`config.mk`:
```
export PLATFORM = sky130hd
export DESIGN_NAME = updown_counter_mod
export DESIGN_NICKNAME = d
export VERILOG_FILES = /design/src/rtl/updown_counter_mod.sv
export SDC_FILE = /design/constraint.sdc
export NUM_CORES = 1
export LEC_CHECK = 0
export CAP_MARGIN = 20
export CORE_ASPECT_RATIO = 0.6
export CORE_UTILIZATION = 25
export CTS_BUF_LIST = sky130_fd_sc_hd__clkbuf_8
export DETAILED_ROUTE_END_ITERATION = 12
export DONT_BUFFER_PORTS = 1
export GPL_TIMING_DRIVEN = 0
export SETUP_SLACK_MARGIN = 0.05
export SLEW_MARGIN = 40
export SYNTH_ARGS = -nofsm -noshare
export SYNTH_HDL_FRONTEND = slang
export SYNTH_SLANG_ARGS = --single-unit
```
`constraint.sdc`:
```
create_clock -name clk -period 5.5 [get_ports clk]
set_input_delay 1.1 -clock clk [delete_from_list [all_inputs] [get_ports clk]]
set_output_delay 1.1 -clock clk [all_outputs]
set_load 0.02 [all_outputs]
```
`src/rtl/updown_counter_mod.sv`:
```
// Parametrised up/down event counter: runtime modulus and step, wrap or saturate, tc pulse, sticky ovf.
// Optional enable prescaler is built only when COUNTER_PRESCALE_EN is defined.
module updown_counter_mod #(
   parameter int WIDTH    = 8,
   parameter int STEP_W   = 4,
   parameter int PRESCALE = 4
) (
   input  logic              clk,
   input  logic              rst_n,
   input  logic              load,
   input  logic              up_down,
   input  logic              enable,
   input  logic [WIDTH-1:0]  d_in,
   input  logic [STEP_W-1:0] step,
   input  logic [WIDTH-1:0]  limit,
   input  logic              sat_mode,
   input  logic              clr_ovf,
   output logic [WIDTH-1:0]  count,
   output logic              tc,
   output logic              ovf
);

   localparam int XW = WIDTH + 1;

   logic [WIDTH-1:0] count_q, count_d;
   logic             tc_q, tc_d;
   logic             ovf_q, ovf_d;
   logic             step_evt_s;
   logic             bnd_s;

   logic [XW-1:0] cnt_x_s, step_x_s, lim_x_s, mod_x_s;
   logic [XW-1:0] sum_x_s, wrap_up_x_s, dn_x_s, diff_x_s, wrap_dn_x_s;

`ifdef COUNTER_PRESCALE_EN
   localparam int PW = (PRESCALE > 2) ? $clog2(PRESCALE) : 1;
   logic [PW-1:0] pre_q, pre_d;

   // Prescaler advances on qualified enables; only its last phase yields a step event.
   always_comb begin
      pre_d      = pre_q;
      step_evt_s = 1'b0;
      if (load) begin
         pre_d = '0;
      end else if (enable) begin
         if (pre_q == PW'(PRESCALE - 1)) begin
            pre_d      = '0;
            step_evt_s = 1'b1;
         end else begin
            pre_d = pre_q + PW'(1);
         end
      end else begin
         pre_d = pre_q;
      end
   end

   // Prescaler register.
   always_ff @(posedge clk) begin
      if (!rst_n) begin
         pre_q <= '0;
      end else begin
         pre_q <= pre_d;
      end
   end
`else
   assign step_evt_s = enable & ~load;
`endif

   // One extra bit so M = limit+1 can reach 2^WIDTH and sums never overflow.
   assign cnt_x_s     = {1'b0, count_q};
   assign step_x_s    = XW'(step);
   assign lim_x_s     = {1'b0, limit};
   assign mod_x_s     = lim_x_s + XW'(1);
   assign sum_x_s     = cnt_x_s + step_x_s;
   assign wrap_up_x_s = sum_x_s - mod_x_s;
   assign dn_x_s      = cnt_x_s - step_x_s;
   assign diff_x_s    = step_x_s - cnt_x_s;
   assign wrap_dn_x_s = mod_x_s - diff_x_s;

   // Next count, terminal-count pulse and sticky overflow.
   always_comb begin
      count_d = count_q;
      bnd_s   = 1'b0;
      if (load) begin
         count_d = (d_in > limit) ? limit : d_in;
      end else if (step_evt_s && (step_x_s != XW'(0))) begin
         if (cnt_x_s > lim_x_s) begin
            count_d = limit;
            bnd_s   = 1'b1;
         end else if (up_down) begin
            if (sum_x_s <= lim_x_s) begin
               count_d = sum_x_s[WIDTH-1:0];
            end else begin
               bnd_s = 1'b1;
               if (sat_mode) begin
                  count_d = limit;
               end else if (wrap_up_x_s > lim_x_s) begin
                  count_d = '0;
               end else begin
                  count_d = wrap_up_x_s[WIDTH-1:0];
               end
            end
         end else begin
            if (cnt_x_s >= step_x_s) begin
               count_d = dn_x_s[WIDTH-1:0];
            end else begin
               bnd_s = 1'b1;
               // A step larger than the modulus would go negative: pin to limit.
               if (sat_mode) begin
                  count_d = '0;
               end else if (diff_x_s > mod_x_s) begin
                  count_d = limit;
               end else begin
                  count_d = wrap_dn_x_s[WIDTH-1:0];
               end
            end
         end
      end else begin
         count_d = count_q;
      end
      tc_d = bnd_s;
      if (bnd_s) begin
         ovf_d = 1'b1;
      end else if (clr_ovf) begin
         ovf_d = 1'b0;
      end else begin
         ovf_d = ovf_q;
      end
   end

   // State registers with synchronous reset.
   always_ff @(posedge clk) begin
      if (!rst_n) begin
         count_q <= '0;
         tc_q    <= 1'b0;
         ovf_q   <= 1'b0;
      end else begin
         count_q <= count_d;
         tc_q    <= tc_d;
         ovf_q   <= ovf_d;
      end
   end

   assign count = count_q;
   assign tc    = tc_q;
   assign ovf   = ovf_q;

endmodule

```
### Word level (Yosys, flattened, before mapping)

Cells that the tools add are included.

* register bits: 10
* input bits: 27
* output and inout bits: 10
* word-level logic and storage cells: 40

* add/subtract/negate cells: 6
* magnitude comparators: 6
* mux-type cells: 19
* bitwise logic cells: 2
* reduce and logical (&&, ||, !) cells: 4

Operator list (count)
* $mux 8: 11
* $gt 8x8->1: 2
* $add 8x1->9 const B: 1
* $add 8x4->9: 1
* $gt 9x8->1: 1
* $gt 9x9->1: 1
* $le 9x8->1: 1
* $reduce_bool 9->1: 1
* $sub 4x8->9: 1
* $sub 9x9->9: 1
* $ge 8x4->1: 1
* $mux 1: 8
* $sub 8x4->8: 1
* $sub 8x8->8: 1
* $reduce_bool 2->1: 2
* $and 1x1->1: 1
* $logic_and 1x1->1: 1
* $not 1->1: 1

### Logic depth before layout (Yosys ltp)

Gate-level depths: netlist of the first run.

* depth in word-level cells: 10
* depth in mapped cells: 23
* gate-level depth less buffers: 22

### Least setup slack after synthesis of the first run

OpenSTA, ideal clock, no wires.

* path kind: input to register
* start point: input port step[2]
* end point: register count_q[0], in the netlist count[0]
* setup time: 60 ps
* arrival: 5183 ps
* data required time: 5440 ps
* setup slack: 257 ps
* stages on the path: 21
* path buffers: 1
* cell sequence: inv_1 -> ha_1 -> buf_2 -> inv_1 -> a221oi_1 -> xor2_1 -> ha_1 -> o21a_1 -> o31a_1 -> o21a_1 -> o21ai_0 -> a21oi_1 -> xor2_1 -> ha_1 -> or4_1 -> a2111oi_1 -> nor2_1 -> o311ai_2 -> o211ai_1 -> a211oi_2 -> o221a_1

* longest elaborated chain between the ends: 10
* elaborated cells on any way between the ends: 20
* those cells by class: add/sub (3); order compare (4); mux (10); reduce/logical (3)

RTL lines
* start: declaration: RTL line 14 `input logic [STEP_W-1:0] step,`
* $add 8x4->9: RTL line 73 `assign sum_x_s = cnt_x_s + step_x_s;`
* $sub 9x9->9: RTL line 74 `assign wrap_up_x_s = sum_x_s - mod_x_s;`
* $gt 9x8->1: RTL line 96 `end else if (wrap_up_x_s > lim_x_s) begin`
* $mux 8: RTL line 96
* $mux 8: RTL line 94 `if (sat_mode) begin`
* $mux 8: RTL line 90 `if (sum_x_s <= lim_x_s) begin`
* $mux 8: RTL line 89 `end else if (up_down) begin`
* $mux 8: RTL line 86 `if (cnt_x_s > lim_x_s) begin`
* $mux 8: RTL line 85 `end else if (step_evt_s && (step_x_s != XW'(0))) begin`
* $mux 8: RTL line 83 `if (load) begin`
* end signal: assignment: RTL line 137 `count_q <= count_d;`
* end: declaration: RTL line 25 `logic [WIDTH-1:0] count_q, count_d;`

Several ways; a longest one is shown, not always the timed one. The select of a mux whose other input is x is not followed.
A chain may end at the register's enable or synchronous reset.

### Worst setup path after layout of the first run

Ends and elaborated chain as after synthesis.

==> results, run 1 <==
- Of the total synthesized cell area, the portion taken by full adders, half adders and majority gates is 0.286.
- The post-synthesis cell type count is 62.
- The share of flip-flops with an asynchronous set or reset after synthesis is 0.
- Dividing total power by cell area gives a power density of between 300 and 400 nW/um^2.
- The top fanout value on the critical path is 5.
- The multi-input gate area in the final layout is 3100 um^2.
- The critical path goes through inv_8 -> ha_4 -> buf_6 -> clkinvlp_4 -> a221oi_4 -> buf_6 -> xor2_4 -> ha_4 -> o21a_1 -> o31a_1 -> o21a_1 -> o21ai_2 -> a21oi_2 -> xor2_2 -> ha_1 -> nand2_1 -> or4_1 -> a21oi_2 -> nor2_4 -> o311ai_4 -> o211ai_1 -> a211oi_2 -> o221a_1.
- The core outline area is between 10000 and 15000 um^2.
- Timing would allow up to between 0.15 and 0.2 GHz.
- The synthesis warning total is 0.
- The first-pass detailed-route iteration total is 6.
- Synthesis produced a netlist whose cell count is 440.
- The share of cells above drive strength 1 is 0.131.
- The library cell used most frequently in the layout, excluding fill and tap cells, is ha_1.
- Each instance of the synthesized netlist takes up on average roughly 7.6 um^2.
- Summing all flip-flop and latch instances after layout gives about 200 um^2.
- Setup repair after global routing could not meet its margin everywhere.
- Wires add up to 13500 um.
- The maximum number of pins on one net before global-route repair is 12.
- In the synthesized netlist the dominant register cell turns out to be dfxtp_1.
- The top cell types in the final layout, fill and taps aside, are ha_1 (64), inv_1 (38), nor2_1 (37).
- The cell at the slowest stage of the critical path is or4_1.
- The min-delay analysis places its worst path in the category reg -> reg.
- The total vias in the final route is roughly 3600.
- The type of destination of the critical path is a flip-flop.
- The area growth from synthesis to layout is 17.8%.
- The first-pass GRT wire length is a little over 20000 um.
- The CTS tree is yes.
- The summed negative setup slack over all endpoints is -0.0129 ns.
- The HPWL after detailed placement is ~11000 um.
- The number of flops mapped to enable cells by yosys is 0.
- The worst setup path category is in -> reg.
- The maximum count of clock buffers along a single path is 2.
- For this run the aggregate overflow at the end of global routing stands at 0.
- The count of endpoints failing hold in the final timing report came to 0.
- In the final design database the tool counted 560 nets.
- The top-level port count is 37.
- Of the total synthesized cell area, the portion taken by XOR and XNOR cells is 0.0883.
- The root buffer cell chosen for the clock tree is clkbuf_8.
- The synthesized-area fraction occupied by and/or/nand/nor cells is 0.189.
- The number of global-route vias before repair is between 3000 and 4000.
- The clock input transition at the sequential cells of the worst setup and hold paths is around 0.050 ns.
- The number of fill cells is 1411.
- The total global-route track usage is 0.198.
- Once detail routing completed, the nets flagged for antenna violations numbered 0.
- The detailed router's first-iteration violation count is 477.
- CTS built an H-tree with a depth of 1.
- The number of placed instances, taps included, is a little over 600.
- For this run, the register share of the synthesized area comes to 0.0602.
- Summed over all cells, the static leakage comes to ~1.7 nW.
- After synthesis the cells add up to roughly 3300 um^2.
- The placed cell area is approximately 3500 um^2.
- The final-report max-slew violation count came to 0.
- After detailed routing, the number of vias per cell comes to between 5 and 6.
- Hold timing on the final database bottoms out at a slack of between 0.6 and 0.7 ns.
- The summed area of non-filler cells in the final layout is about 3900 um^2.
- The initial utilization of the core area, before any placement, comes to 0.258.
- The congestion estimate from routability-driven global placement came to roughly 0.95.
- The row count is 32.
- The count of cells in the finished layout, fillers not included, comes to roughly 630.
- Across the VDD grid, the largest voltage drop is 0.162 mV.
- Counting cells, the worst reg-to-reg path comes to 22.
- The initial antenna violation count is 0.
- The worst clock skew is roughly 0.004 ns.
- The peak per-stage delay on the critical path is between 0.5 and 0.6 ns.
- Counting every net in the synthesized netlist gives 540.
- The number of cells on the worst hold path is 1.
- Dividing the detail-routed wire length by the instance count gives 21.5 um.
- At the worst endpoint, the required time is between 5 and 6 ns.
- The final setup violation count is 1.
- In this run, synthesis produced a sequential element count of 10.
- The worst slew margin relative to its limit is 0.415.
- The fraction of the cycle the final worst path needs is 1.00.
- The clock drives 10 sinks.
- Clock latency on the worst-skew pair, taken at its later pin, is 0.23 ns.
- The routed design could run at a clock period as short as 5.51 ns.
- The floorplan die area is between 10000 and 15000 um^2.
- The number of remaining DRC errors is 0.
- The count of buffers added on input and output ports is 0.
- The repair_antennas step left the layout with diodes totalling 0.
- The fraction of the mapped netlist area in compound gates was 0.297.
- After synthesis, the share of cell area in mux cells is 0.0120.
- In the post-route analysis, the smallest setup slack over all paths is -0.0129 ns.
- The chip height is roughly 91 um.
- The transition time of the tightest slew-check pin is just under 0.9 ns.
- Buffers inserted during clock tree synthesis total 3.
- The critical path arrival is ~5.7 ns.
- After synthesis, the largest family of logic cells by area is compound AO/OA/AOI/OAI gates.
- The flow ran to the end, but the final reports show violations.
- The max capacitance violation total is 0.
- After clock tree synthesis, the flow added hold-fix buffers numbering 0.
- The checks that failed: negative setup slack.
- The worst setup path is launched from an input port.
- The chip width is between 150 and 200 um.
==> through the flow <==
step,total power [W],util,setup slack [ns]
global placement,0.000998,0.275,-0.634
CTS,0.00119,0.286,0.0502
floorplan,0.000792,-,0.257
global route,0.00143,0.304,-0.122
finish,0.00133,0.304,-0.0129
detailed placement,0.00103,0.275,-0.701
==> registers in the layout (all words and copies together) (netlist names) <==
register,flops
count,8
ovf,1
tc,1
==> synth_stat cells, types with 2 or more instances <==
cell type	instances	area share
ha_1	68	0.26
inv_1	40	0.045
nor2_1	39	0.044
a21oi_1	31	0.047
o21ai_0	20	0.030
nand2_1	18	0.020
nand3_1	17	0.026
xnor2_1	17	0.045
xor2_1	14	0.037
nor3_1	13	0.020
a21o_1	11	0.025
clkbuf_1	10	0.011
dfxtp_1	10	0.060
nand4_1	9	0.017
o211ai_1	9	0.020
o21a_1	8	0.018
nor2b_1	7	0.013
o221ai_1	7	0.018
a221oi_1	6	0.016
and3_1	6	0.011
buf_2	6	0.0090
nand2b_1	6	0.011
fa_1	5	0.030
a211oi_1	4	0.0090
a31oi_1	4	0.0075
mux2i_1	4	0.012
a211o_1	3	0.0079
a311oi_1	3	0.0079
a31o_2	3	0.0079
o21bai_1	3	0.0068
o31a_1	3	0.0079
or4_1	3	0.0068
buf_1	2	0.0023
nor4_1	2	0.0038
o31ai_1	2	0.0045
==> path summary, 6_finish.rpt <==
check	startpoint	end	slack [ns]
worst max-delay path	step[2]	count[0]	-0.01
worst min register to register	ovf	ovf	0.64
worst min-delay path	ovf	ovf	0.64
worst max register to register	count[2]	count[0]	0.27
==> cell families (layout without fill, tap and decap cells) <==
kind of cell	after synthesis	count (layout)
XOR/XNOR	32	32
buffers and inverters	58	76
AND/OR/NAND/NOR	127	127
AO/OA/AOI/OAI	136	136
flip-flops	10	10
adder cells (fa/ha/maj)	73	73
multiplexers	4	4
==> power by group <==
part	internal (W)	switching [W]
Sequential	0.0000834	0.0000326
Combinational	0.000475	0.000662
Clock	0.0000480	0.0000285
Total	0.000607	0.000723
==> cell type report <==
| cell class | count | share of cell area |
|---|---|---|
| multi-input combinational | 372 | 0.792 |
| tap | 170 | 0.0543 |
| sequential | 10 | 0.0511 |
| inverter | 40 | 0.0412 |
| timing repair buffer | 16 | 0.0316 |
| buffer | 17 | 0.0198 |
| clock buffer | 3 | 0.0105 |
==> layer usage <==
layer / track usage / wire (um)
met4: 0.0233 / 131
met3: 0.0648 / 1700
met2: 0.265 / 5100
met5: 0 / 0
met1: 0.305 / 6540
==> repair_timing <==
| action | 4_1_cts | 5_1_grt |
|---|---|---|
| cloned | 0 | 0 |
| endpoints found under the setup margin | 8 | 8 |
| gates resized for setup | 13 | 26 |
| pin swaps | 2 | 22 |
| setup buffers | 5 | 11 |
| endpoints found under the hold margin | 0 | 0 |
==> critical path, delay by kind of cell <==
kind | cells | cell delay (ns)
AND/OR/NAND/NOR | 3 | 0.66
adder cells (fa/ha/maj) | 3 | 0.81
XOR/XNOR | 2 | 0.46
AO/OA/AOI/OAI | 11 | 2.24
buffers and inverters | 4 | 0.40
(Power assumes the default switching activity.)
==> run 2: changes to the inputs <==
- HOLD_SLACK_MARGIN: not set -> 0.05
==> results of run 2 <==
The final DEF is identical to that of run 1; final timing and power are the same.
==> run 3: changes to the inputs <==
- SKIP_LAST_GASP: not set -> 1
==> results of run 3 <==
The final DEF is identical to that of run 1; final timing and power are the same.
